$ cat src/rtl/if_fetch_unit_pkg.sv
// -----------------------------------------------------------------------------
// if_fetch_unit_pkg
// Shared definitions for the instruction-fetch stage:
//   - fetch_state_t : FETCH (may issue), WAIT (one request outstanding),
//                     DROP (outstanding request is stale, its response is dropped)
//   - XLEN_DEF, PC_STEP_DEF, RESET_PC_DEF : default parameter values
// -----------------------------------------------------------------------------
package if_fetch_unit_pkg;

   localparam int unsigned XLEN_DEF     = 32;
   localparam int unsigned PC_STEP_DEF  = 4;
   localparam logic [31:0] RESET_PC_DEF = 32'h0000_0000;

   typedef enum logic [1:0] {
      ST_FETCH = 2'd0,
      ST_WAIT  = 2'd1,
      ST_DROP  = 2'd2
   } fetch_state_t;

endpackage

$ cat src/rtl/if_out_reg.sv
// -----------------------------------------------------------------------------
// if_out_reg
// Valid/ready output register between fetch and decode, with flush.
// Ports:
//   clk, rst    : clock, synchronous active-high reset
//   i_flush     : drop the held instruction (redirect); wins over capture
//   i_capture   : load i_inst/i_pc and mark valid
//   i_inst      : instruction to capture
//   i_pc        : address of i_inst
//   i_ready     : downstream accepts the held instruction this cycle
//   o_valid     : register holds a valid instruction
//   o_inst      : held instruction
//   o_pc        : address of held instruction
// -----------------------------------------------------------------------------
module if_out_reg
   import if_fetch_unit_pkg::*;
#(
   parameter int unsigned XLEN = XLEN_DEF
) (
   input  logic            clk,
   input  logic            rst,
   input  logic            i_flush,
   input  logic            i_capture,
   input  logic [XLEN-1:0] i_inst,
   input  logic [XLEN-1:0] i_pc,
   input  logic            i_ready,
   output logic            o_valid,
   output logic [XLEN-1:0] o_inst,
   output logic [XLEN-1:0] o_pc
);

   logic            r_valid;
   logic [XLEN-1:0] r_inst;
   logic [XLEN-1:0] r_pc;

   // Valid flag and payload; payload only moves on capture so it stays stable under stall.
   always_ff @(posedge clk) begin
      if (rst) begin
         r_valid <= 1'b0;
         r_inst  <= '0;
         r_pc    <= '0;
      end else if (i_flush) begin
         r_valid <= 1'b0;
      end else if (i_capture) begin
         r_valid <= 1'b1;
         r_inst  <= i_inst;
         r_pc    <= i_pc;
      end else if (r_valid && i_ready) begin
         r_valid <= 1'b0;
      end else begin
         r_valid <= r_valid;
      end
   end

   assign o_valid = r_valid;
   assign o_inst  = r_inst;
   assign o_pc    = r_pc;

endmodule

$ cat src/rtl/if_fetch_unit.sv
// -----------------------------------------------------------------------------
// if_fetch_unit
// Instruction-fetch stage: owns the PC, issues one request at a time to a
// variable-latency instruction memory and hands instructions to decode through
// a valid/ready output register. Redirects are accepted in any state; a
// redirect while a request is outstanding marks that request stale (DROP).
// Ports:
//   clk, rst                 : clock, synchronous active-high reset
//   redirect_valid/_pc       : branch/jump/trap redirect, flushes the stage
//   imem_req/imem_addr       : one-cycle request pulse and its address
//   imem_rvalid/imem_rdata   : memory response strobe and instruction
//   id_ready                 : decode accepts the instruction this cycle
//   id_valid/id_inst/id_pc   : instruction presented to decode
//   id_pc_4                  : id_pc + PC_STEP
//   fetch_cnt                : count of id_valid && id_ready handshakes
// -----------------------------------------------------------------------------
module if_fetch_unit
   import if_fetch_unit_pkg::*;
#(
   parameter int unsigned      XLEN     = XLEN_DEF,
   parameter logic [XLEN-1:0]  RESET_PC = XLEN'(RESET_PC_DEF),
   parameter int unsigned      PC_STEP  = PC_STEP_DEF,
   parameter int unsigned      CNT_W    = 32
) (
   input  logic             clk,
   input  logic             rst,
   input  logic             redirect_valid,
   input  logic [XLEN-1:0]  redirect_pc,
   output logic             imem_req,
   output logic [XLEN-1:0]  imem_addr,
   input  logic             imem_rvalid,
   input  logic [XLEN-1:0]  imem_rdata,
   input  logic             id_ready,
   output logic             id_valid,
   output logic [XLEN-1:0]  id_inst,
   output logic [XLEN-1:0]  id_pc,
   output logic [XLEN-1:0]  id_pc_4,
   output logic [CNT_W-1:0] fetch_cnt
);

   fetch_state_t     r_state;
   logic [XLEN-1:0]  r_pc;
   logic [CNT_W-1:0] r_cnt;

   logic             w_issue;
   logic             w_capture;
   logic [XLEN-1:0]  w_pc_next;
   logic             w_out_valid;
   logic [XLEN-1:0]  w_out_inst;
   logic [XLEN-1:0]  w_out_pc;

   assign w_pc_next = r_pc + XLEN'(PC_STEP);

   // Issue only when the output register will be free by the time data returns.
   always_comb begin
      w_issue   = 1'b0;
      w_capture = 1'b0;
      if (!rst && (r_state == ST_FETCH) && !redirect_valid && (!w_out_valid || id_ready)) begin
         w_issue = 1'b1;
      end else begin
         w_issue = 1'b0;
      end
      if ((r_state == ST_WAIT) && imem_rvalid && !redirect_valid) begin
         w_capture = 1'b1;
      end else begin
         w_capture = 1'b0;
      end
   end

   // PC and fetch state machine.
   always_ff @(posedge clk) begin
      if (rst) begin
         r_state <= ST_FETCH;
         r_pc    <= RESET_PC;
      end else begin
         case (r_state)
            ST_FETCH: begin
               if (redirect_valid) begin
                  r_pc <= redirect_pc;
               end else if (w_issue) begin
                  r_state <= ST_WAIT;
               end else begin
                  r_state <= ST_FETCH;
               end
            end
            ST_WAIT: begin
               if (imem_rvalid) begin
                  r_state <= ST_FETCH;
                  r_pc    <= redirect_valid ? redirect_pc : w_pc_next;
               end else if (redirect_valid) begin
                  r_state <= ST_DROP;
                  r_pc    <= redirect_pc;
               end else begin
                  r_state <= ST_WAIT;
               end
            end
            ST_DROP: begin
               // The stale response still has to arrive before a new request may go out.
               if (redirect_valid) begin
                  r_pc <= redirect_pc;
               end else begin
                  r_pc <= r_pc;
               end
               if (imem_rvalid) begin
                  r_state <= ST_FETCH;
               end else begin
                  r_state <= ST_DROP;
               end
            end
            default: begin
               r_state <= ST_FETCH;
            end
         endcase
      end
   end

   // Delivered-instruction counter; a handshake coinciding with a redirect still counts.
   always_ff @(posedge clk) begin
      if (rst) begin
         r_cnt <= '0;
      end else if (w_out_valid && id_ready) begin
         r_cnt <= r_cnt + CNT_W'(1);
      end else begin
         r_cnt <= r_cnt;
      end
   end

   if_out_reg #(
      .XLEN (XLEN)
   ) u_out_reg (
      .clk       (clk),
      .rst       (rst),
      .i_flush   (redirect_valid),
      .i_capture (w_capture),
      .i_inst    (imem_rdata),
      .i_pc      (r_pc),
      .i_ready   (id_ready),
      .o_valid   (w_out_valid),
      .o_inst    (w_out_inst),
      .o_pc      (w_out_pc)
   );

   assign imem_req  = w_issue;
   assign imem_addr = r_pc;
   assign id_valid  = w_out_valid;
   assign id_inst   = w_out_inst;
   assign id_pc     = w_out_pc;
   assign id_pc_4   = w_out_pc + XLEN'(PC_STEP);
   assign fetch_cnt = r_cnt;

endmodule
$ cat config.mk
export PLATFORM = sky130hd
export DESIGN_NAME = if_fetch_unit
export DESIGN_NICKNAME = d
export VERILOG_FILES = /design/src/rtl/if_fetch_unit_pkg.sv /design/src/rtl/if_out_reg.sv /design/src/rtl/if_fetch_unit.sv
export SDC_FILE = /design/constraint.sdc
export NUM_CORES = 1
export LEC_CHECK = 0
export BUFFER_PORTS_ARGS = -buffer_cell sky130_fd_sc_hd__buf_2
export CAP_MARGIN = 20
export CORE_MARGIN = 1
export CORE_UTILIZATION = 50
export CTS_CLUSTER_DIAMETER = 50
export DETAILED_ROUTE_END_ITERATION = 10
export PLACE_DENSITY = 0.81
export SLEW_MARGIN = 25
export SYNTH_ARGS = -nofsm -noshare
export SYNTH_HDL_FRONTEND = slang
export SYNTH_SLANG_ARGS = --single-unit
$ cat constraint.sdc
create_clock -name clk -period 2.3 [get_ports clk]
set_clock_uncertainty 0.1 [all_clocks]
set_input_delay 0.115 -clock clk [delete_from_list [all_inputs] [get_ports clk]]
set_output_delay 0.115 -clock clk [all_outputs]
set_load 0.1 [all_outputs]
==> impl_metrics.json <==
{
  "antenna_found_initial": 1,
  "post_drt_wl_per_cell_um": 17.4,
  "crit_arrival_ns": 2.26,
  "async_reset_ff_frac": 0,
  "syn_area_um2": 6410,
  "place.gp.congestion": 0.900,
  "gr-usage-all-layers": 0.343,
  "design_area_um2": 10200,
  "placementRows": 40,
  "synth-edff-count": 0,
  "hold_violations": 0,
  "cts_max_level": 4,
  "synth-seq-cells": 131,
  "ys_warn_count": 0,
  "cts_tree": "yes",
  "maxCapViolations": 0,
  "start_util": 0.523,
  "cp-start-kind": "register",
  "cpPeakStageDelay_ns": 0.36,
  "drt_pass1_iterations": 8,
  "cts-root-buf": "clkbuf_16",
  "status": "finished with violations",
  "nNetsFinal": 1216,
  "irDropWorstVdd_uv": 480,
  "r2r_setup_slack_ns": 0.11,
  "place_area_um2": 8690,
  "route.detailed.drc": 0,
  "cts_inserted_buffers": 17,
  "p_leak_uw": 0.00422,
  "ios": 231,
  "synth_nets": 921,
  "path_cells": "buf_4, and4_4, nand4_1, buf_6, or2_4, nor2_4, xor2_4, buf_12",
  "endpoint_kind": "primary output",
  "overflow": 0,
  "route.vias.total": 7676,
  "dp_hpwl_mm": 13.8,
  "synthFlopType": "dfxtp_1",
  "avgSynthCellArea_um2": 7.55,
  "period_share": 1.07,
  "grt_first_pass_wirelength_mm": 35.6,
  "grt_pass1_vias": 7388,
  "fin_crit_ns": 2.47,
  "portBuffers": 230,
  "p_per_area_nw_per_um2": 591,
  "vias_per_cell": 5.79,
  "antenna_left": 0,
  "die_h_um": 115,
  "drive_gt1_frac": 0.370,
  "grt_max_degree": 61,
  "clk_pin_slew_ns": 0.06,
  "cpLargestDelayFamily": "simple AND/OR/NAND/NOR gates",
  "clock-sinks": 131,
  "rsz0062_at_grt": "yes",
  "worst-setup-path-type": "register to primary output",
  "chipWidth_um": 115,
  "hold_path_class": "input pin to register",
  "pre_cts_ws_ns": 0.213,
  "worstPathRequired_ns": 2.09,
  "synth_cell_type_count": 52,
  "crit_fanout": 5,
  "coreArea_um2": 12300,
  "synth_cells": 849,
  "worst_slew_pin_slew_ns": 0.591,
  "cts_buffer_depth": 2,
  "drt_iter0_drc": 638,
  "critical-path-slowest-cell": "dfxtp_4",
  "worst_slack_ns": -0.172,
  "maxSlewHeadroom": 0.602,
  "ys_seq_area_frac": 0.409,
  "fmaxAchievable_mhz": 405,
  "antenna_cells": 0,
  "violations": "setup timing",
  "finalSetupViolations": 12,
  "clk_latency_ns": 0.41,
  "dieArea_um2": 13300,
  "drv_slew": 0,
  "critPathBufInv": 3,
  "syn_to_final_growth_pct": 58.9,
  "wl_mm": 23.0
}
[layout by cell type (no fill, tap or decap), types with 4 or more instances in the layout]
cell type      Yosys  routed
buf_6              0       7
buf_2              6     210
a31oi_1            9       9
nor2b_1            5       5
nand4_1           21      21
a211oi_1           9       9
buf_4              3      31
a221oi_1           4       4
o22ai_1            5       5
o21ai_0           24      24
xor2_4             0       8
xnor2_4            0      11
nand3_1           41      38
dfxtp_2            0      36
clkinv_2           0       4
or3_1              7       6
and4_1            15      12
a21oi_1           87      87
dfxtp_1          131      62
buf_12             0      20
inv_1             11      11
nor2_4             0       8
xnor2_1           39      22
mux2i_1            5       5
and2_1             6       6
nor4_1            19      19
nand2_1          189     185
xnor2_2            0       6
dfxtp_4            0      33
a22oi_1            4       4
and3_1             8       7
nor3_1            21      19
dlygate4sd3_1      0      65
xor2_1            21      10
clkbuf_16          0      20
nor2_1            74      66
[final cells by class]
cell class	count	area [µm²]
clock buffer	22	528
clock inverter	10	68.8
fill	758	2080
inverter	12	45.0
multi-input combinational	649	4120
sequential	131	2790
tap	168	210
timing repair buffer	333	2410
[worst paths after layout]
path | from | to | cells after the start
worst min-delay path | redirect_pc[21] | imem_addr[21] | 4
worst max register to register | imem_addr[6] | imem_addr[23] | 5
worst max-delay path | u_out_reg.o_pc[3] | id_pc_4[31] | 8
worst min register to register | u_out_reg.o_inst[31] | u_out_reg.o_inst[31] | 2
[worst register-to-register path: cells and delay by family (launching register included)]
family | cells | cell delay (ns)
simple gates | 4 | 1.48
flops | 1 | 0.40
compound gates | 1 | 0.14
[registers in the layout (all words and copies together) (netlist names)]
signal / cells
fetch_cnt: 32
imem_addr: 32
r_state: 2
u_out_reg.o_inst: 32
u_out_reg.o_pc: 32
u_out_reg.o_valid: 1
[Yosys cell counts, types with 2 or more instances]
library cell	number	area [µm²]
a2111oi_0	3	26.3
a211oi_1	9	67.6
a21oi_1	87	435
a221oi_1	4	35.0
a22oi_1	4	30.0
a311oi_1	3	26.3
a31oi_1	9	56.3
and2_1	6	37.5
and3_1	8	50.1
and4_1	15	131
buf_1	3	11.3
buf_2	6	30.0
buf_4	3	22.5
clkbuf_1	43	161
clkbuf_2	2	10.0
dfxtp_1	131	2620
ha_1	3	37.5
inv_1	11	41.3
mux2i_1	5	50.1
nand2_1	189	709
nand2b_1	4	25.0
nand3_1	41	205
nand4_1	21	131
nor2_1	74	278
nor2b_1	5	31.3
nor3_1	21	105
nor3b_1	2	15.0
nor4_1	19	119
nor4b_1	2	17.5
o21ai_0	24	120
o22ai_1	5	31.3
o31ai_1	2	15.0
or2_2	2	12.5
or3_1	7	43.8
xnor2_1	39	342
xor2_1	21	184
[logic make-up after synthesis]
family,after synthesis,synth area share
AND/OR/NAND/NOR,424,0.310
AO/OA/AOI/OAI,157,0.141
flip-flops,131,0.409
buffers and inverters,69,0.0437
XOR/XNOR,60,0.0820
multiplexers,5,0.00781
adder cells (fa/ha/maj),3,0.00586
[metal layers]
layer | track usage | part of all wire
met1 | 0.390 | 0.38
met2 | 0.587 | 0.49
met3 | 0.0775 | 0.077
met4 | 0.209 | 0.048
met5 | 0 | 0
[stage by stage]
| step | total power, µW | hold WS (ns) | utilization | std cells | setup TNS, ns |
|---|---|---|---|---|---|
| after global routing | 6190 | 0.0282 | 0.830 | 1325 | -1.80 |
| after floorplan | 3070 | 0.0918 | - | 849 | -1.15 |
| after CTS | 5990 | 0.00768 | 0.823 | 1318 | -1.06 |
| after detailed placement | 3270 | 0.261 | 0.709 | 1209 | 0 |
| after global placement | 3260 | 0.255 | 0.709 | 1209 | 0 |
| final | 6020 | 0.0213 | 0.830 | 1325 | -1.01 |
[report_power, final]
group	switching [µW]	leakage (µW)	internal (µW)	total [µW]
registers	98.3	0.00110	2300	2400
logic	687	0.00283	259	946
clock network	1040	0.000289	1630	2670
total	1830	0.00422	4190	6020
[repair_timing]
item | in CTS | in global routing
gates resized for setup | 12 | 12
endpoints found under the hold margin | 71 | 0
hold buffers | 65 | 0
pin swaps | 17 | 19
setup endpoints to repair | 16 | 21
buffers inserted | 12 | 8
(Power assumes the default switching activity.)
